## src/rtl/mul_pkg.sv

```systemverilog
// Shared types and sizes for the shift-and-add multiplier.
// Holds operand width, counter width, FSM states and product type.
package mul_pkg;

    localparam int MUL_WIDTH = 45;
    localparam int MUL_CNT_W = 6;

    typedef enum logic [1:0] {
        IDLE = 2'd0,
        RUN  = 2'd1,
        DONE = 2'd2
    } mul_state_t;

    typedef logic [2*MUL_WIDTH-1:0] mul_prod_t;

endpackage

```

## src/rtl/shift_add_mul_45bit_fa.sv

```systemverilog
// FA_45bit: ripple-carry adder built from per-bit full adders.
// Ports: A, B (width), cin -> S (width), cout.
module FA_45bit #(
    parameter int width = 45
) (
    input  logic [width-1:0] A,
    input  logic [width-1:0] B,
    input  logic             cin,
    output logic [width-1:0] S,
    output logic             cout
);

    logic [width:0] w_c;

    assign w_c[0] = cin;

    for (genvar i = 0; i < width; i++) begin : g_bit
        assign S[i]     = A[i] ^ B[i] ^ w_c[i];
        assign w_c[i+1] = (A[i] & B[i]) | (w_c[i] & (A[i] ^ B[i]));
    end

    assign cout = w_c[width];

endmodule

```

## src/rtl/shift_add_mul_45bit.sv

```systemverilog
// Sequential unsigned shift-and-add multiplier over one FA_45bit.
// Ports: clk, rst_n, start, a, b -> busy, done, p (2*width).
module shift_add_mul_45bit
    import mul_pkg::*;
#(
    parameter int width = MUL_WIDTH,
    parameter int cnt_w = MUL_CNT_W
) (
    input  logic               clk,
    input  logic               rst_n,
    input  logic               start,
    input  logic [width-1:0]   a,
    input  logic [width-1:0]   b,
    output logic               busy,
    output logic               done,
    output logic [2*width-1:0] p
);

    mul_state_t r_state;
    mul_state_t w_next;

    logic [width-1:0]   r_mcand;
    logic [width-1:0]   r_acc;
    logic [width-1:0]   r_mq;
    logic [cnt_w-1:0]   r_cnt;
    logic [2*width-1:0] r_p;

    logic [width-1:0]   w_addend;
    logic [width-1:0]   w_sum;
    logic               w_cout;
    logic               w_last;
    logic [2*width-1:0] w_shift;

    assign w_addend = r_mq[0] ? r_mcand : '0;

    FA_45bit #(
        .width(width)
    ) u_fa (
        .A   (r_acc),
        .B   (w_addend),
        .cin (1'b0),
        .S   (w_sum),
        .cout(w_cout)
    );

    // Carry lands in the acc MSB; mq LSB (already consumed) drops out.
    assign w_shift = {w_cout, w_sum, r_mq[width-1:1]};
    assign w_last  = (r_cnt == cnt_w'(width - 1));

    always_ff @(posedge clk or negedge rst_n) begin
        if (!rst_n) begin
            r_state <= IDLE;
        end else begin
            r_state <= w_next;
        end
    end

    always_comb begin
        w_next = r_state;
        unique case (r_state)
            IDLE:    if (start) w_next = RUN;
            RUN:     if (w_last) w_next = DONE;
            DONE:    w_next = IDLE;
            default: w_next = IDLE;
        endcase
    end

    always_ff @(posedge clk or negedge rst_n) begin
        if (!rst_n) begin
            r_mcand <= '0;
            r_acc   <= '0;
            r_mq    <= '0;
            r_cnt   <= '0;
            r_p     <= '0;
        end else if (r_state == IDLE && start) begin
            r_mcand <= a;
            r_acc   <= '0;
            r_mq    <= b;
            r_cnt   <= '0;
        end else if (r_state == RUN) begin
            {r_acc, r_mq} <= w_shift;
            r_cnt         <= r_cnt + cnt_w'(1);
            if (w_last) begin
                r_p <= w_shift;
            end
        end
    end

    assign busy = (r_state != IDLE);
    assign done = (r_state == DONE);
    assign p    = r_p;

endmodule

```

## config.mk

```make
export PLATFORM = sky130hd
export DESIGN_NAME = shift_add_mul_45bit
export DESIGN_NICKNAME = d
export VERILOG_FILES = /design/src/rtl/mul_pkg.sv /design/src/rtl/shift_add_mul_45bit_fa.sv /design/src/rtl/shift_add_mul_45bit.sv
export SDC_FILE = /design/constraint.sdc
export NUM_CORES = 1
export LEC_CHECK = 0
export ABC_AREA = 1
export CAP_MARGIN = 20
export CORE_MARGIN = 2
export CORE_UTILIZATION = 30
export CTS_BUF_LIST = sky130_fd_sc_hd__clkbuf_16
export DETAILED_ROUTE_END_ITERATION = 8
export SYNTH_ARGS = -nofsm -noshare
export SYNTH_HDL_FRONTEND = slang
export SYNTH_SLANG_ARGS = --single-unit
```

## constraint.sdc

```tcl
create_clock -name clk -period 34.3 [get_ports clk]
set_input_delay 6.86 -clock clk [delete_from_list [all_inputs] [get_ports clk]]
set_output_delay 6.86 -clock clk [all_outputs]
set_load 0.01 [all_outputs]
```

==> results of run 1 <==
[Yosys cell counts]
library cell / instances
sky130_fd_sc_hd__nor2_1: 4
sky130_fd_sc_hd__buf_1: 6
sky130_fd_sc_hd__o21ai_1: 89
sky130_fd_sc_hd__nand3_4: 1
sky130_fd_sc_hd__o22ai_1: 44
sky130_fd_sc_hd__ha_1: 3
sky130_fd_sc_hd__fa_1: 44
sky130_fd_sc_hd__o21ai_2: 2
sky130_fd_sc_hd__o21ai_0: 6
sky130_fd_sc_hd__o211ai_1: 45
sky130_fd_sc_hd__buf_6: 10
sky130_fd_sc_hd__buf_2: 24
sky130_fd_sc_hd__inv_2: 4
sky130_fd_sc_hd__clkbuf_1: 17
sky130_fd_sc_hd__dfrtp_1: 233
sky130_fd_sc_hd__nor3_1: 1
sky130_fd_sc_hd__nand3_1: 6
sky130_fd_sc_hd__nand2_1: 378
sky130_fd_sc_hd__inv_1: 99
sky130_fd_sc_hd__nor2_4: 2
[stage by stage]
| step | hold slack, ns | setup WS [ns] | power, mW |
|---|---|---|---|
| floorplan | 0.4487 | 14.63 | 0.7404 |
| global placement | 0.4639 | 14.11 | 0.9132 |
| detailed placement | 0.4653 | 13.97 | 0.9271 |
| CTS | 0.4810 | 13.91 | 1.225 |
| global route | 0.4976 | 13.27 | 1.306 |
| finish | 0.4732 | 14.15 | 1.206 |
[worst max-delay path, delay by kind of cell, from the launching register on]
family          cells  cell delay [ns]
compound gates      1             0.09
fa+ha+maj          45            19.14
buf+inv             2             0.11
flops               1             0.54
simple gates        1             0.09
[kinds of logic after synthesis]
kind of cell	Yosys count	synth area share, %
compound gates	186	10.98
fa+ha+maj	47	9.120
buf+inv	160	7.008
flops	233	57.90
simple gates	392	14.99
[routing by layer]
metal  vias up  track usage (%)
li1       3586                -
met1      3571            19.62
met2       189            22.51
met3        44            3.246
met4         4            3.358
met5         -                0
[area by class of cell]
class	count	share of cell area, %
antenna	1	0.01900
timing repair buffer	192	14.63
inverter	103	2.946
multi-input combinational	625	26.99
clock buffer	29	5.511
clock inverter	23	1.359
sequential	233	44.29
tap	448	4.257
[power by group]
| group | switching [mW] | leakage [nW] | internal (mW) |
|---|---|---|---|
| combinational | 0.246 | 2.65 | 0.213 |
| sequential | 0.0613 | 2.73 | 0.396 |
| clock | 0.115 | 0.472 | 0.174 |
[state kept, by name, indices dropped and copies added (netlist names)]
name	flops
p	90
r_acc	45
r_cnt	6
r_mcand	45
r_mq	45
r_state	2
[worst max path at each step]
stage	startpoint	endpoint	slack [ns]	cells past startpoint
after global routing	r_mq[0]	r_acc[43]	13.27	49
after detailed placement	r_mq[0]	r_acc[43]	13.97	49
after CTS	r_mq[0]	r_acc[43]	13.91	49
final	r_mq[0]	r_acc[43]	14.15	49
after global placement	r_mq[0]	r_acc[43]	14.11	49
after floorplan	r_mq[0]	r_acc[43]	14.63	48
==> impl_summary.txt, run 1 <==
----------------------------------------------------
[Status]
  Result of the run ... complete, no violations

[Global route]
  Pin count of the biggest net entering global routing ... 111
  Via count of the first global-routing pass ... 7664
  Remaining global-route overflow ... 0
  Total GRT Usage ... 14.13%
  Number of antenna violations at the first check in global routing ... 3
  Global-route wire length before repair ... 40720 um

[Layout]
  Cell Count, Final, Fillers Out ... 1654
  Post-layout net count ... 1323
  Area Overhead vs Synth ... 30.77%
  Ratio of cells with drive above 1 in the final layout ... 4.896%
  Number of inserted filler cells in the final layout ... 3369
  Leading cell types in the layout, fill and taps excluded ... sky130_fd_sc_hd__nand2_1 (377), sky130_fd_sc_hd__dfrtp_1 (232), sky130_fd_sc_hd__clkdlybuf4s50_1 (183)
  Multi-input gate area in the final layout ... 3553 sq um
  Finished Core Util ... 39.57%
  Post-route cell area ... 13170 sq um
  Area of all sequential standard cells ... 5832 sq um
  Commonest non-fill, non-tap cell in the layout ... sky130_fd_sc_hd__nand2_1

[Timing]
  Unrepaired setup endpoints after global routing ... false
  Min Clock Period, post-route ... 20.15 ns
  Final Skew ... 0.01083 ns
  Sum of negative setup slack ... 0 ns
  Upper clock frequency limit ... 49.64 MHz
  Part of the cycle the worst path needs ... 58.74%
  Worst Tran Pin Value ... 0.9798 ns
  Relative slew slack ... 34.68%
  Fin. Hold Viols ... 0
  Number of max-slew violations in the final report ... 0
  Final setup violating endpoints ... 0

[Route]
  Initial DRC count ... 414
  Highest routing layer actually used ... met5
  Detailed-route vias per instance ... 4.470
  Vias after detailed routing ... 7394
  Total wire length ... 24320 um
  Routed metal-1 wirelength ... 11300 um
  Detail-routed net length per standard cell ... 14.70 um
  Met3 routed WL ... 1519 um
  Drt pass-1 iters ... 4
  Drc violations ... 0
  Wire length on met2 ... 10900 um
  Number of nets with antenna violations after detailed routing ... 0

[Synth]
  Mapped Cells ... 1018
  Sequential element share of the synthesized area ... 57.90%
  Area of the mapped netlist ... 10070 sq um
  Mapped Avg Cell Area ... 9.892 sq um
  Yosys top cell area share ... 57.90%
  Post-synthesis net count ... 1158
  Main area contributors after synthesis ... sky130_fd_sc_hd__dfrtp_1 (58%), sky130_fd_sc_hd__nand2_1 (14%), sky130_fd_sc_hd__fa_1 (8.7%), sky130_fd_sc_hd__o21ai_1 (4.4%), sky130_fd_sc_hd__inv_1 (3.7%)
  Cell type with the highest aggregate area in the netlist ... sky130_fd_sc_hd__dfrtp_1
  Yosys cell types ... 20
  Number of flip-flops and latches in the synthesized netlist ... 233
  Yosys warns ... 0

[Clock tree]
  CTS clk-pin slew, worst paths ... 0.06 ns
  Post-CTS sizing ... 0
  Later-pin clock latency in the skew report ... 0.53 ns
  Root buffer cell ... sky130_fd_sc_hd__clkbuf_16
  Clock buffer depth ... 3
  Number of buffers added by the clock tree synthesis step ... 28
  CTS tree ... done
  H-tree level count ... 1
  Clk sink count ... 233
  Postcts setup bufs ... 0
  Hold buffer count at cts ... 0

[Floorplan]
  Effective utilization at floorplan ... 30.26%
  Row count ... 67
  Die height ... 187.2 um
  DIE WIDTH ... 187.2 um
  Placeable core region ... 33280 sq um
  Die Footprint ... 35050 sq um
  Count of boundary I/O pins ... 185

[Job]
  Number of max-capacitance violations reported ... 0

[Place]
  GP Congestion ... 0.7437
  Number of placed instances with taps included ... 1600
  Buffers on Ports ... 184
  Total cell area at the placement stage ... 12230 sq um
  Half-perimeter wire length of the detailed placement result ... 15740 um

[Pwr]
  Reported leakage power ... 5.850 nW
  Cell area power density ... 91.58 nW/um^2
  Peak supply drop ... 0.04068 mV

[Worst hold path]
  Min-Delay Path Depth ... 2
  Hold Crit Class ... reg -> reg
  Hold Path End ... r_mcand[40]
  Start point of the worst min-delay path ... r_mcand[40]

[Setup path]
  Most common cell on crit path ... sky130_fd_sc_hd__fa_1
  Setup slack, reg-to-reg ... 14.15 ns
  Required time reported for the critical path endpoint ... 34.67 ns
  Standard cell with the maximum stage delay on the critical path ... sky130_fd_sc_hd__fa_1
  Worst Path Arrival ... 20.52 ns
  Worst Reg-to-Reg Cells ... 49
  CP Capture Type ... register
  Endpoint of the worst register-to-register path ... r_acc[43]
  WS Path Type ... reg -> reg
  Reg-to-Reg Start ... r_mq[0]
  Delay of the slowest cell on the worst path ... 0.55 ns
  Maximum net fanout on the critical path ... 15
  Critical path startpoint category ... register

----------------------------------------------------
(Power assumes the default switching activity.)
==> run 2: changes to the inputs <==
Clock period 34.3 ns to 17.46 ns, I/O delays scaled along.
==> run 2 against run 1 <==
Utilization grew 0.22 points; clock power is 86% higher; critical path type unchanged; final cell count hardly changed.
==> impl_summary.txt, run 2 (same netlist as run 1, synthesis figures left out) <==
----------------------------------------------------
[Timing]
  Setup slack after layout ... 0.4493 ns (-13.70 ns)
  Upper clock frequency limit ... 58.79 MHz (+18%)
  Worst Tran Pin Value ... 1.000 ns (+0.02047 ns)
  Part of the cycle the worst path needs ... 97.43% (+39 points)
  Final Skew ... 0.01033 ns (-0.0004976 ns)
  Min Clock Period, post-route ... 17.01 ns (-3.136 ns)
  Final setup violating endpoints ... 0 (unchanged)
  Relative slew slack ... 33.31% (-1.4 points)
  Fin. Hold Viols ... 0 (unchanged)
  Number of max-slew violations in the final report ... 0 (unchanged)

[Place]
  Buffers on Ports ... 184 (unchanged)
  GP Congestion ... 0.7539 (+1.4%)
  Half-perimeter wire length of the detailed placement result ... 15470 um (-1.7%)
  Post-place setup slack ... -0.3567 ns (-14.33 ns)
  Number of placed instances with taps included ... 1603 (+0.19%)

[Setup path]
  Required time reported for the critical path endpoint ... 17.83 ns (-16.84 ns)
  Worst Path Arrival ... 17.38 ns (-3.14 ns)
  Worst Path Buf+Inv ... 2 (unchanged)
  Delay of the slowest cell on the worst path ... 0.51 ns (-0.04 ns)
  CP Capture Type ... register
  Path length in cells of the critical path ... 49 (unchanged)
  Cell family with the largest share of critical-path delay ... adder cells
  Worst Reg-to-Reg Cells ... 49 (unchanged)
  Maximum net fanout on the critical path ... 2 (-13)
  Standard cell with the maximum stage delay on the critical path ... sky130_fd_sc_hd__fa_1
  WS Path Type ... reg -> reg
  Critical path startpoint category ... register
  Most common cell on crit path ... sky130_fd_sc_hd__fa_2

[Clock tree]
  CTS clk-pin slew, worst paths ... 0.06 ns (about the same)
  Hold buffer count at cts ... 0 (unchanged)
  Clk sink count ... 233 (unchanged)
  Number of buffers added by the clock tree synthesis step ... 27 (-3.6%)
  H-tree level count ... 1 (unchanged)
  Root buffer cell ... sky130_fd_sc_hd__clkbuf_16
  Later-pin clock latency in the skew report ... 0.53 ns (about the same)
  Clock buffer depth ... 3 (unchanged)
  CTS tree ... done

[Route]
  Drc violations ... 0 (unchanged)
  Detail-routed net length per standard cell ... 14.61 um (-0.67%)
  Initial DRC count ... 347 (-16%)
  Vias after detailed routing ... 7351 (-0.58%)
  Detailed-route vias per instance ... 4.447 (-0.52%)
  Number of nets with antenna violations after detailed routing ... 0 (unchanged)
  Drt pass-1 iters ... 6 (+2)
  Total wire length ... 24140 um (-0.73%)

[Global route]
  Via count of the first global-routing pass ... 7833 (+2.2%)
  Global-route wire length before repair ... 40470 um (-0.63%)
  Total GRT Usage ... 13.98% (-0.15 points)
  Number of antenna violations at the first check in global routing ... 3 (unchanged)
  Pin count of the biggest net entering global routing ... 100 (-9.9%)
  Remaining global-route overflow ... 0 (unchanged)

[Worst hold path]
  Hold Crit Class ... reg -> reg
  Min-Delay Path Depth ... 2 (unchanged)

[Floorplan]
  Effective utilization at floorplan ... 30.26% (unchanged)
  Row count ... 67 (unchanged)
  DIE WIDTH ... 187.2 um (unchanged)
  Count of boundary I/O pins ... 185 (unchanged)
  Die height ... 187.2 um (unchanged)
  Die Footprint ... 35050 sq um (unchanged)
  Placeable core region ... 33280 sq um (unchanged)

[Pwr]
  Total power after layout ... 2.368 mW (+96%)
  Reported leakage power ... 5.837 nW (-0.22%)
  Peak supply drop ... 0.07533 mV (+85%)
  Cell area power density ... 178.9 nW/um^2 (+95%)

[Layout]
  Number of flip-flops in the largest register ... 90 (unchanged)
  Area Overhead vs Synth ... 31.49%
  Finished Core Util ... 39.78% (+0.22 points)
  Cell Count, Final, Fillers Out ... 1653 (-0.060%)
  Commonest non-fill, non-tap cell in the layout ... sky130_fd_sc_hd__nand2_1
  Ratio of cells with drive above 1 in the final layout ... 8.389% (+3.5 points)
  Post-layout net count ... 1326 (+0.23%)
  Leading cell types in the layout, fill and taps excluded ... sky130_fd_sc_hd__nand2_1 (377), sky130_fd_sc_hd__dfrtp_1 (232), sky130_fd_sc_hd__clkdlybuf4s50_1 (183)

[Job]
  Number of max-capacitance violations reported ... 0 (unchanged)

[Status]
  Result of the run ... complete, no violations

----------------------------------------------------
run 2: path summary, 6_finish.rpt:
check,from,end,slack (ns)
max reg2reg,r_mcand[0],r_acc[43],0.45
max,r_mcand[0],r_acc[43],0.45
min,r_mcand[41],r_mcand[41],0.47
min reg2reg,r_mcand[41],r_mcand[41],0.47
min in group asynchronous,rst_n,p[10],2.97
max in group asynchronous,rst_n,r_mq[0],13.04
run 2: report_power, final:
part,internal [mW],switching [mW]
sequential,0.778,0.116
combinational,0.439,0.495
clock,0.322,0.219
total,1.54,0.830
run 2: worst min-delay path, delay by kind of cell (launching register included):
kind | cells | cell delay (ns)
DFF | 1 | 0.34
and+or+nand+nor | 2 | 0.10
run 2: what timing repair did:
item	4_1_cts	5_1_grt
buffers inserted	0	1
pin swaps	9	26
endpoints found under the setup margin	6	6
resized for setup	3	0
run 2: cell type report:
| class | instances | area, sq um |
|---|---|---|
| antenna | 1 | 2.502 |
| clock buffer | 27 | 675.6 |
| clock inverter | 20 | 163.9 |
| fill | 3317 | 20040 |
| inverter | 103 | 387.9 |
| multi-input combinational | 625 | 3661 |
| sequential | 233 | 5832 |
| tap | 448 | 560.5 |
| timing repair buffer | 196 | 1957 |
run 2: through the flow:
step                cell area [sq um]  setup TNS [ns]  hold WS, ns
finish                          13240               0       0.4747
detailed placement              12360          -1.227       0.4652
floorplan                       10170               0       0.4487
CTS                             13200               0       0.4814
global route                    13240     -0.00002487       0.4916
global placement                12360         -0.7557       0.4644
run 2: metal layers:
layer / wire (um) / share of wire, % / vias up / global-route usage, %
met3: 1513 / 6.3 / 33 / 3.621
met1: 11570 / 48 / 3553 / 19.18
met2: 10730 / 44 / 179 / 22.43
met4: 303 / 1.3 / 4 / 2.900
li1: - / - / 3582 / -
met5: 28 / 0.12 / - / 0
==> run 3: changes to the inputs <==
Settings changed: ABC_AREA 1 to 0, CTS_CLUSTER_DIAMETER set to 40.
==> run 3 against run 2 <==
Routed wire length rose by 5.6%; design area grew 8.2%; sequential power is 9.6% lower; non-clock buffer count fell by 1; clock power is 59% higher; die area rose by 5.0%; flip-flop and latch count stayed put; fmax rose by 0.26%; global-route usage grew 0.29 points; first-iteration DRC count is 4.0% higher; utilization increased by 1.6 points; largest cell class unchanged; largest power group is now the clock network; highest routed layer is now met4.
==> impl_summary.txt, run 3 <==
----------------------------------------------------
[Floorplan]
  Row count ... 68 (+1.5%)
  Placeable core region ... 34630 sq um (+4.0%)
  Die Footprint ... 36810 sq um (+5.0%)
  Effective utilization at floorplan ... 30.58% (+0.32 points)
  Count of boundary I/O pins ... 185 (unchanged)
  DIE WIDTH ... 191.9 um (+2.5%)
  Die height ... 191.9 um (+2.5%)

[Synth]
  Post-synthesis net count ... 1092 (-5.7%)
  Sequential element share of the synthesized area ... 55.07% (-2.8 points)
  Main area contributors after synthesis ... sky130_fd_sc_hd__dfrtp_1 (55%), sky130_fd_sc_hd__nand2_1 (9.7%), sky130_fd_sc_hd__fa_1 (8.3%), sky130_fd_sc_hd__mux2_4 (6.2%), sky130_fd_sc_hd__mux2i_1 (4.4%)
  Number of enable flip-flop cells after synthesis ... 0 (unchanged)
  Cell type with the highest aggregate area in the netlist ... sky130_fd_sc_hd__dfrtp_1
  Post-Synth Simple-Gate Area ... 12.86% (-2.1 points)
  Yosys top cell area share ... 55.07% (-2.8 points)
  Number of flip-flops and latches in the synthesized netlist ... 233 (unchanged)
  Mapped Cells ... 952 (-6.5%)
  Area of the mapped netlist ... 10590 sq um (+5.1%)
  Post-synth top flop ... sky130_fd_sc_hd__dfrtp_1
  XOR/XNOR Fraction of Synth Area ... 0% (unchanged)
  Largest family of logic cells by synthesized area ... simple AND/OR/NAND/NOR gates
  Multiplexer area fraction after synthesis ... 10.79% (+11 points)
  Synthesized-area fraction occupied by adder cells ... 8.674% (-0.45 points)
  Share of synthesized flip-flops with an asynchronous set or reset ... 100.0% (unchanged)
  Yosys warns ... 0 (unchanged)
  Yosys cell types ... 31 (+55%)
  Top cells by count, synth ... sky130_fd_sc_hd__nand2_1 (275), sky130_fd_sc_hd__dfrtp_1 (233), sky130_fd_sc_hd__inv_1 (92)
  Leading cell type by number of instances after synthesis ... sky130_fd_sc_hd__nand2_1
  Mapped Avg Cell Area ... 11.12 sq um (+12%)
  Fraction of the mapped netlist area in compound gates ... 5.767% (-5.2 points)

[Timing]
  Sum of negative setup slack ... 0 ns (unchanged)
  Unrepaired setup endpoints after global routing ... false
  Upper clock frequency limit ... 58.94 MHz (+0.26%)
  Part of the cycle the worst path needs ... 97.17% (-0.25 points)
  Number of max-slew violations in the final report ... 0 (unchanged)
  Final Skew ... 0.02379 ns (+0.01346 ns)
  Final setup violating endpoints ... 0 (unchanged)
  Fin. Hold Viols ... 0 (unchanged)
  Worst Tran Pin Value ... 1.049 ns (+0.04917 ns)
  Min Clock Period, post-route ... 16.97 ns (-0.04451 ns)
  Relative slew slack ... 30.04% (-3.3 points)

[Route]
  Initial DRC count ... 361 (+4.0%)
  Drc violations ... 0 (unchanged)
  Detail-routed net length per standard cell ... 15.72 um (+7.7%)
  Detailed-route vias per instance ... 4.426 (-0.47%)
  Vias after detailed routing ... 7175 (-2.4%)
  Total wire length ... 25490 um (+5.6%)
  Number of nets with antenna violations after detailed routing ... 0 (unchanged)
  Drt pass-1 iters ... 4 (-2)

[Global route]
  Total GRT Usage ... 14.27% (+0.29 points)
  Remaining global-route overflow ... 0 (unchanged)
  Number of antenna violations at the first check in global routing ... 0 (-3)
  Global-route wire length before repair ... 41390 um (+2.3%)
  Pin count of the biggest net entering global routing ... 106 (+6.0%)
  Via count of the first global-routing pass ... 7452 (-4.9%)

[Setup path]
  Critical path startpoint category ... register
  CP Capture Type ... register
  Worst Path Arrival ... 17.35 ns (-0.03 ns)
  Maximum net fanout on the critical path ... 2 (unchanged)
  WS Path Type ... reg -> reg
  Required time reported for the critical path endpoint ... 17.84 ns (about the same)
  Most common cell on crit path ... sky130_fd_sc_hd__fa_2
  Standard cell with the maximum stage delay on the critical path ... sky130_fd_sc_hd__fa_1
  Delay of the slowest cell on the worst path ... 0.51 ns (about the same)

[Pwr]
  Clk pwr share ... 37.4% (+15 points)
  Reported leakage power ... 6.311 nW (+8.1%)
  Fraction of power consumed by sequential logic ... 35.3% (-2.4 points)
  Comb pwr share ... 27.3% (-12 points)
  Switching power total ... 662.8 uW (-20%)
  Cell internal power dissipation ... 1.625 mW (+5.7%)
  Cell area power density ... 159.6 nW/um^2 (-11%)
  Fraction of power spent switching nets ... 28.97% (-6.1 points)
  Peak supply drop ... 0.07442 mV (-1.2%)

[Layout]
  Commonest non-fill, non-tap cell in the layout ... sky130_fd_sc_hd__nand2_1
  Leading cell types in the layout, fill and taps excluded ... sky130_fd_sc_hd__nand2_1 (275), sky130_fd_sc_hd__dfrtp_1 (232), sky130_fd_sc_hd__clkdlybuf4s50_1 (183)
  Post-layout net count ... 1274 (-3.9%)
  Area Overhead vs Synth ... 35.37%
  Number of antenna repair diodes ... 0 (-1)
  Finished Core Util ... 41.39% (+1.6 points)
  Number of flip-flops in the largest register ... 90 (unchanged)
  Ratio of cells with drive above 1 in the final layout ... 15.35% (+7.0 points)

[Clock tree]
  Number of buffers added by the clock tree synthesis step ... 42 (+56%)
  Hold buffer count at cts ... 0 (unchanged)
  Root buffer cell ... sky130_fd_sc_hd__clkbuf_16
  CTS tree ... done
  Later-pin clock latency in the skew report ... 0.54 ns (about the same)
  H-tree level count ... 2 (+1)
  Clk sink count ... 233 (unchanged)
  Clock buffer depth ... 3 (unchanged)
  CTS clk-pin slew, worst paths ... 0.05 ns (about the same)
  Postcts setup bufs ... 0 (unchanged)

[Place]
  GP Congestion ... 0.7288 (-3.3%)
  Half-perimeter wire length of the detailed placement result ... 16120 um (+4.2%)
  Buffers on Ports ... 184 (unchanged)

[Worst hold path]
  Hold Crit Class ... reg -> reg

[Job]
  Number of max-capacitance violations reported ... 0 (unchanged)

[Status]
  Result of the run ... complete, no violations

----------------------------------------------------
[run 3: metal layers]
layer | part of all wire [%] | vias up | global-route usage, % | wire [um]
met5 | 0 | - | 0 | 0
met4 | 2.1 | 0 | 4.822 | 537
met3 | 5.2 | 37 | 3.033 | 1320
met2 | 45 | 164 | 21.33 | 11400
met1 | 48 | 3530 | 20.49 | 12230
li1 | - | 3444 | - | -
[run 3: stage by stage]
step | setup WS (ns) | power [mW] | std cells | hold slack (ns) | cell area (sq um)
4_1_cts | 0.007981 | 2.334 | 1621 | 0.4750 | 14330
5_1_grt | 0.02649 | 2.433 | 1621 | 0.5000 | 14330
3_5_place_dp | -0.3129 | 1.452 | 1545 | 0.4628 | 12840
2_1_floorplan | 0.04554 | 1.115 | 952 | 0.4380 | 10700
3_3_place_gp | -0.2372 | 1.441 | 1545 | 0.4554 | 12840
6_report | 0.4938 | 2.288 | 1621 | 0.4703 | 14330
[run 3: worst max-delay path, delay by kind of cell (launching register included)]
kind / cells / cell delay (ns)
DFF: 1 / 0.34
and+or+nand+nor: 1 / 0.13
adders and majority gates: 45 / 16.22
buffers and inverters: 1 / 0.05
muxes: 1 / 0.08
[run 3: layout make-up]
class / instances / area [sq um]
clock inverters: 34 / 430.4
inverters: 92 / 345.3
well taps: 455 / 569.3
clock buffers: 42 / 1051
flip-flops and latches: 233 / 5832
fillers: 3270 / 20300
multi-input cells: 570 / 4172
repair buffers: 195 / 1933
[run 3: what timing repair did]
item | CTS | global route
resized for setup | 3 | 0
setup endpoints to repair | 6 | 6
pin swaps | 9 | 37
[run 3: path summary, 6_finish.rpt]
path                       startpoint         end  slack, ns  depth (start not counted)
max                        r_mcand[0]       p[88]       0.49                         48
min                        r_mcand[6]  r_mcand[6]       0.47                          2
max reg2reg                r_mcand[0]       p[88]       0.49                         48
min reg2reg                r_mcand[6]  r_mcand[6]       0.47                          2
max in group asynchronous       rst_n    r_mq[14]      12.99                          2
min in group asynchronous       rst_n       p[51]       3.00                          1
[run 3: cells by family (layout without fill, tap and decap cells)]
group	Yosys count	after routing
AO/OA/AOI/OAI	97	97
multiplexers	92	92
flip-flops	233	233
adder cells (fa/ha/maj)	47	47
AND/OR/NAND/NOR	334	334
buffers and inverters	149	363
[run 3: power by group through the flow]
stage                     combinational [mW]  clock [mW]  sequential, mW
after global placement                 0.628           0           0.813
final                                  0.625       0.856           0.808
after CTS                              0.642       0.882           0.809
after global routing                   0.695       0.908           0.829
after detailed placement               0.638           0           0.814
after floorplan                        0.274           0           0.841
